==> src/rtl/uart_tx_cfg.sv <==
// uart_tx_cfg -- double-buffered UART transmitter with runtime frame format.
//
// A one-entry holding register decouples the writer from the shifter, so a
// second word can be queued while the current frame is on the line. Each
// frame is: start bit (0), DATA_W data bits LSB first, an optional parity
// bit, then one or two stop bits (1). Every bit lasts OVERSAMPLE `en` ticks.
//
// Parameters
//   DATA_W      data bits per frame (5..9)
//   OVERSAMPLE  `en` ticks per bit period (>= 2)
//
// Ports
//   clk       system clock
//   rst       synchronous active-high reset
//   data      word to send, captured on an accepted en_tx
//   en_tx     one-cycle write strobe
//   par_mode  00/11 none, 01 even, 10 odd; captured with data
//   stop2     0 = one stop bit, 1 = two; captured with data
//   en        one-cycle baud tick at OVERSAMPLE x baud rate
//   tbr       holding register empty (a write will be accepted)
//   tmt       holding register empty and shifter idle
//   ovr       one-cycle pulse, the cycle after a write was dropped
//   TxD       registered serial output, idles high

module uart_tx_cfg #(
    parameter int DATA_W     = 8,
    parameter int OVERSAMPLE = 16
) (
    input  logic              clk,
    input  logic              rst,
    input  logic [DATA_W-1:0] data,
    input  logic              en_tx,
    input  logic [1:0]        par_mode,
    input  logic              stop2,
    input  logic              en,
    output logic              tbr,
    output logic              tmt,
    output logic              ovr,
    output logic              TxD
);

    localparam int CNT_W = $clog2(OVERSAMPLE);
    localparam int IDX_W = $clog2(DATA_W);
    localparam logic [CNT_W-1:0] TICK_LAST = CNT_W'(OVERSAMPLE - 1);
    localparam logic [IDX_W-1:0] IDX_LAST  = IDX_W'(DATA_W - 1);

    typedef enum logic [2:0] {
        S_IDLE,
        S_START,
        S_DATA,
        S_PARITY,
        S_STOP
    } state_t;

    // Holding register
    logic [DATA_W-1:0] hold_data_q, hold_data_d;
    logic [1:0]        hold_par_q, hold_par_d;
    logic              hold_stop2_q, hold_stop2_d;
    logic              full_q, full_d;

    // Shifter
    state_t            state_q, state_d;
    logic [DATA_W-1:0] shift_q, shift_d;
    logic              par_en_q, par_en_d;
    logic              par_bit_q, par_bit_d;
    logic              stop2_q, stop2_d;
    logic              stop_sec_q, stop_sec_d;   // second stop bit in progress
    logic [CNT_W-1:0]  tick_q, tick_d;
    logic [IDX_W-1:0]  idx_q, idx_d;

    // Outputs
    logic              txd_q, txd_d;
    logic              ovr_q, ovr_d;

    logic              bit_end;
    logic              load;

    always_comb begin
        hold_data_d  = hold_data_q;
        hold_par_d   = hold_par_q;
        hold_stop2_d = hold_stop2_q;
        full_d       = full_q;
        state_d      = state_q;
        shift_d      = shift_q;
        par_en_d     = par_en_q;
        par_bit_d    = par_bit_q;
        stop2_d      = stop2_q;
        stop_sec_d   = stop_sec_q;
        tick_d       = tick_q;
        idx_d        = idx_q;
        load         = 1'b0;

        // A write is dropped whenever the holding register is occupied before
        // the edge, even if the shifter empties it on that same edge.
        ovr_d   = en_tx & full_q;
        bit_end = en && (tick_q == TICK_LAST);

        if (en && (state_q != S_IDLE)) begin
            tick_d = bit_end ? '0 : tick_q + 1'b1;
        end

        unique case (state_q)
            S_IDLE: begin
                if (full_q) begin
                    load = 1'b1;
                end
            end
            S_START: begin
                if (bit_end) begin
                    state_d = S_DATA;
                    idx_d   = '0;
                end
            end
            S_DATA: begin
                if (bit_end) begin
                    if (idx_q == IDX_LAST) begin
                        state_d    = par_en_q ? S_PARITY : S_STOP;
                        stop_sec_d = 1'b0;
                    end else begin
                        idx_d   = idx_q + 1'b1;
                        shift_d = shift_q >> 1;
                    end
                end
            end
            S_PARITY: begin
                if (bit_end) begin
                    state_d    = S_STOP;
                    stop_sec_d = 1'b0;
                end
            end
            S_STOP: begin
                if (bit_end) begin
                    if (stop2_q && !stop_sec_q) begin
                        stop_sec_d = 1'b1;
                    end else if (full_q) begin
                        // Queued word follows with no idle gap.
                        load = 1'b1;
                    end else begin
                        state_d = S_IDLE;
                    end
                end
            end
            default: state_d = S_IDLE;
        endcase

        if (load) begin
            state_d    = S_START;
            shift_d    = hold_data_q;
            par_en_d   = (hold_par_q == 2'b01) || (hold_par_q == 2'b10);
            // Even parity is the XOR of the data; odd (10) inverts it, which
            // is exactly par_mode[1] for the two parity-enabled codes.
            par_bit_d  = (^hold_data_q) ^ hold_par_q[1];
            stop2_d    = hold_stop2_q;
            stop_sec_d = 1'b0;
            tick_d     = '0;
            idx_d      = '0;
            full_d     = 1'b0;
        end

        // Accept and load are mutually exclusive: load needs full_q=1,
        // accept needs full_q=0.
        if (en_tx && !full_q) begin
            hold_data_d  = data;
            hold_par_d   = par_mode;
            hold_stop2_d = stop2;
            full_d       = 1'b1;
        end

        // Line value follows the next state so TxD changes on the same edge
        // the FSM does, straight out of a flop.
        case (state_d)
            S_START:  txd_d = 1'b0;
            S_DATA:   txd_d = shift_d[0];
            S_PARITY: txd_d = par_bit_d;
            default:  txd_d = 1'b1;
        endcase
    end

    always_ff @(posedge clk) begin
        if (rst) begin
            hold_data_q  <= '0;
            hold_par_q   <= '0;
            hold_stop2_q <= 1'b0;
            full_q       <= 1'b0;
            state_q      <= S_IDLE;
            shift_q      <= '0;
            par_en_q     <= 1'b0;
            par_bit_q    <= 1'b0;
            stop2_q      <= 1'b0;
            stop_sec_q   <= 1'b0;
            tick_q       <= '0;
            idx_q        <= '0;
            txd_q        <= 1'b1;
            ovr_q        <= 1'b0;
        end else begin
            hold_data_q  <= hold_data_d;
            hold_par_q   <= hold_par_d;
            hold_stop2_q <= hold_stop2_d;
            full_q       <= full_d;
            state_q      <= state_d;
            shift_q      <= shift_d;
            par_en_q     <= par_en_d;
            par_bit_q    <= par_bit_d;
            stop2_q      <= stop2_d;
            stop_sec_q   <= stop_sec_d;
            tick_q       <= tick_d;
            idx_q        <= idx_d;
            txd_q        <= txd_d;
            ovr_q        <= ovr_d;
        end
    end

    assign tbr = ~full_q;
    assign tmt = ~full_q & (state_q == S_IDLE);
    assign ovr = ovr_q;
    assign TxD = txd_q;

endmodule

==> config.mk <==
export PLATFORM = sky130hd
export DESIGN_NAME = uart_tx_cfg
export DESIGN_NICKNAME = d
export VERILOG_FILES = /design/src/rtl/uart_tx_cfg.sv
export SDC_FILE = /design/constraint.sdc
export NUM_CORES = 1
export LEC_CHECK = 0
export ABC_AREA = 1
export ABC_CLOCK_PERIOD_IN_PS = 4600
export CORE_ASPECT_RATIO = 0.9
export CORE_UTILIZATION = 30
export CTS_BUF_LIST = sky130_fd_sc_hd__clkbuf_2
export CTS_CLUSTER_SIZE = 40
export DETAILED_ROUTE_END_ITERATION = 16
export PLACE_DENSITY = 0.51
export SKIP_LAST_GASP = 1
export SLEW_MARGIN = 10
export SYNTH_ARGS = -nofsm -noshare
export SYNTH_HDL_FRONTEND = slang
export SYNTH_SLANG_ARGS = --single-unit
==> constraint.sdc <==
create_clock -name clk -period 4.6 [get_ports clk]
set_input_delay 0.69 -clock clk [delete_from_list [all_inputs] [get_ports clk]]
set_output_delay 0.69 -clock clk [all_outputs]
set_load 0.01 [all_outputs]
==> flow_summary.json <==
{
  "synth_area_leader_cell": "dfxtp_1",
  "wl_per_cell_um": 10.8,
  "total_power_mw": 0.587,
  "holdPathStages": 2,
  "seq_power_share": 0.584,
  "clockRootBuffer": "clkbuf_2",
  "netlist_instances": 239,
  "h-tree-depth": 2,
  "slew_headroom": 0.637,
  "synth_cell_types": 28,
  "cts_resized": 0,
  "peakVddDrop_v": 0.000148,
  "fp-row-count": 25,
  "dpl.cell_count": 320,
  "antenna_cells": 0,
  "min_path_type": "flip-flop to flip-flop",
  "layout-drive-gt1-share": 0.0920,
  "fin_util": 0.372,
  "p_leak_nw": 0.851,
  "finalNonFillerCells": 328,
  "port_buffers": 18,
  "setup-tns-final_ps": 0,
  "grt-ovfl-total": 0,
  "setup.worst_path.end_class": "output pin",
  "combPwrFrac": 0.163,
  "detailed_place_hpwl_um": 2640,
  "skew_ps": 21.2,
  "internal_power_mw": 0.407,
  "first_global_vias": 1412,
  "worst_setup_path_start_kind": "flip-flop",
  "syn_avg_cell_area_um2": 7.13,
  "die_w_um": 81.4,
  "synth_top_area_share": 0.423,
  "core_area_um2": 5350,
  "rsz0062_at_grt": "false",
  "dieArea_um2": 5990,
  "reg2regPathDepth": 10,
  "start_util": 0.319,
  "finalMaxSlewViolations": 0,
  "worst_ep_arrival_time_ps": 1820,
  "r2r_slack_ps": 2890,
  "via_per_inst": 4.55,
  "cts_setup_buffers": 0,
  "powerDensity_nw_per_um2": 295,
  "cts_tree": "done",
  "cts_sinks": 36,
  "ys_warn_count": 0,
  "fin_nets": 278,
  "clk_path_buf_depth": 2,
  "p_clk_frac": 0.253,
  "dieHeight_um": 73.5,
  "wl_um": 3530,
  "drtIter0Drc": 65,
  "synthesis.area_um2": 1700,
  "period_minus_slack_ps": 2510,
  "maxCapViolCount": 0,
  "max_freq_mhz": 399,
  "cts_hold_buf": 0,
  "grt_max_degree": 19,
  "synth_edf_count": 0,
  "ios": 19,
  "status": "completed",
  "finalCritPeriodShare": 0.545,
  "setup_viol": 0,
  "globalplace.congestion": 0.779,
  "grtUsageTotal": 0.136,
  "insertion_delay_ps": 380,
  "p_sw_mw": 0.180,
  "crit_type": "flip-flop to output pin",
  "area_growth_pct": 16.7,
  "synth_seq_cells": 36,
  "placed_area_um2": 1950,
  "swShare": 0.306,
  "synth_top_flop_cell": "dfxtp_1",
  "postSynthNetCount": 257,
  "hold_violations": 0,
  "grt_pass1_wl_um": 6270,
  "required_ps": 3910,
  "vias": 1492,
  "tightest_slew_ps": 543,
  "fillers": 597,
  "synth_area_leaders": "dfxtp_1 (42%), nand2_1 (12%), a21oi_1 (6.8%)",
  "synthArstFlopShare": 0,
  "firstDrtPassIters": 4,
  "ant_nets": 0,
  "antenna_found_initial": 0,
  "clk_pin_slew_worst_paths_ps": 210,
  "final_area_um2": 1990,
  "numCtsBuffers": 5,
  "drc_errors": 0,
  "yosysSeqAreaShare": 0.423,
  "critPathMaxFanout": 4
}
[kinds of logic (layout without fill, tap and decap cells)]
family	count (synthesis)	in the layout	synth area share
xor gates and xnor gates	4	4	0.0206
buffers and inverters	33	55	0.0771
adders and majority gates	3	3	0.0220
and+or+nand+nor	115	115	0.301
AOI/OAI and AO/OA	48	48	0.156
DFF	36	36	0.423
[worst paths after layout]
kind / start / to
setup / recovery: state_q[0] / tmt
hold / removal: shift_q[6] / shift_q[6]
setup reg to reg: tick_q[0] / TxD
hold reg to reg: shift_q[6] / shift_q[6]
[metrics by stage]
step                      hold slack (ps)  setup WS [ps]
after floorplan                       439           3040
after global placement                454           2240
after detailed placement              455           2230
after CTS                             481           2040
after global routing                  501           1920
final                                 485           2090
[worst max-delay path, cell delays in order, from the launching register on]
cell	delay (ps)
dfxtp_1	380
inv_1	100
nand2_1	80
nor2_1	170
inv_1	100
nor2_1	90
clkdlybuf4s50_1	530
[cells in the final DEF (no fill, tap or decap), drive strengths merged, types with 2 or more instances in the layout]
| cell type | instances |
|---|---|
| clkbuf | 5 |
| clkinv | 2 |
| nand2 | 60 |
| ha | 3 |
| xor2 | 2 |
| xnor2 | 2 |
| nand3 | 17 |
| nor2 | 33 |
| clkdlybuf4s50 | 18 |
| inv | 30 |
| a21oi | 23 |
| nor3 | 3 |
| dfxtp | 36 |
| o21ai | 16 |
| a22oi | 5 |
[state kept, by name, indices dropped and copies added, names as in the netlist]
signal        count
hold_par_q        2
hold_stop2_q      1
par_en_q          1
shift_q           8
tick_q            4
full_q            1
hold_data_q       8
TxD               1
ovr               1
stop_sec_q        1
stop2_q           1
idx_q             3
state_q           3
par_bit_q         1
[cells in the mapped netlist, types with 3 or more instances]
cell     instances
nand2_1         55
nor3_1           3
nor2_1          29
a22oi_1          5
ha_1             3
o21ai_0         15
nor2_2           3
inv_2            4
nand3_1         15
dfxtp_1         36
nand2_2          4
inv_1           25
a21oi_1         23
[layer usage]
| layer | global-route usage | vias up | wire length [um] |
|---|---|---|---|
| met4 | 0.0615 | 0 | 85 |
| met3 | 0.0335 | 8 | 113 |
| met5 | 0 | - | 0 |
| met2 | 0.191 | 23 | 1360 |
| met1 | 0.195 | 641 | 1970 |
| li1 | - | 820 | - |
[layout make-up]
cell class	count	area [um2]	area share
Multi-Input combinational cell	170	852	0.429
Sequential cell	36	721	0.362
Timing Repair Buffer	18	180	0.0906
Inverter	29	109	0.0548
Tap cell	67	83.8	0.0422
Clock buffer	5	25.0	0.0126
Clock inverter	3	17.5	0.00881
[power by group through the flow]
stage	combinational, mW	sequential, mW	clock [mW]
6_report	0.0958	0.342	0.148
4_1_cts	0.0969	0.343	0.158
2_1_floorplan	0.0661	0.345	0
5_1_grt	0.111	0.346	0.171
3_5_place_dp	0.0962	0.349	0
3_3_place_gp	0.0967	0.349	0
Note: power is estimated with default switching activity, not from simulation.
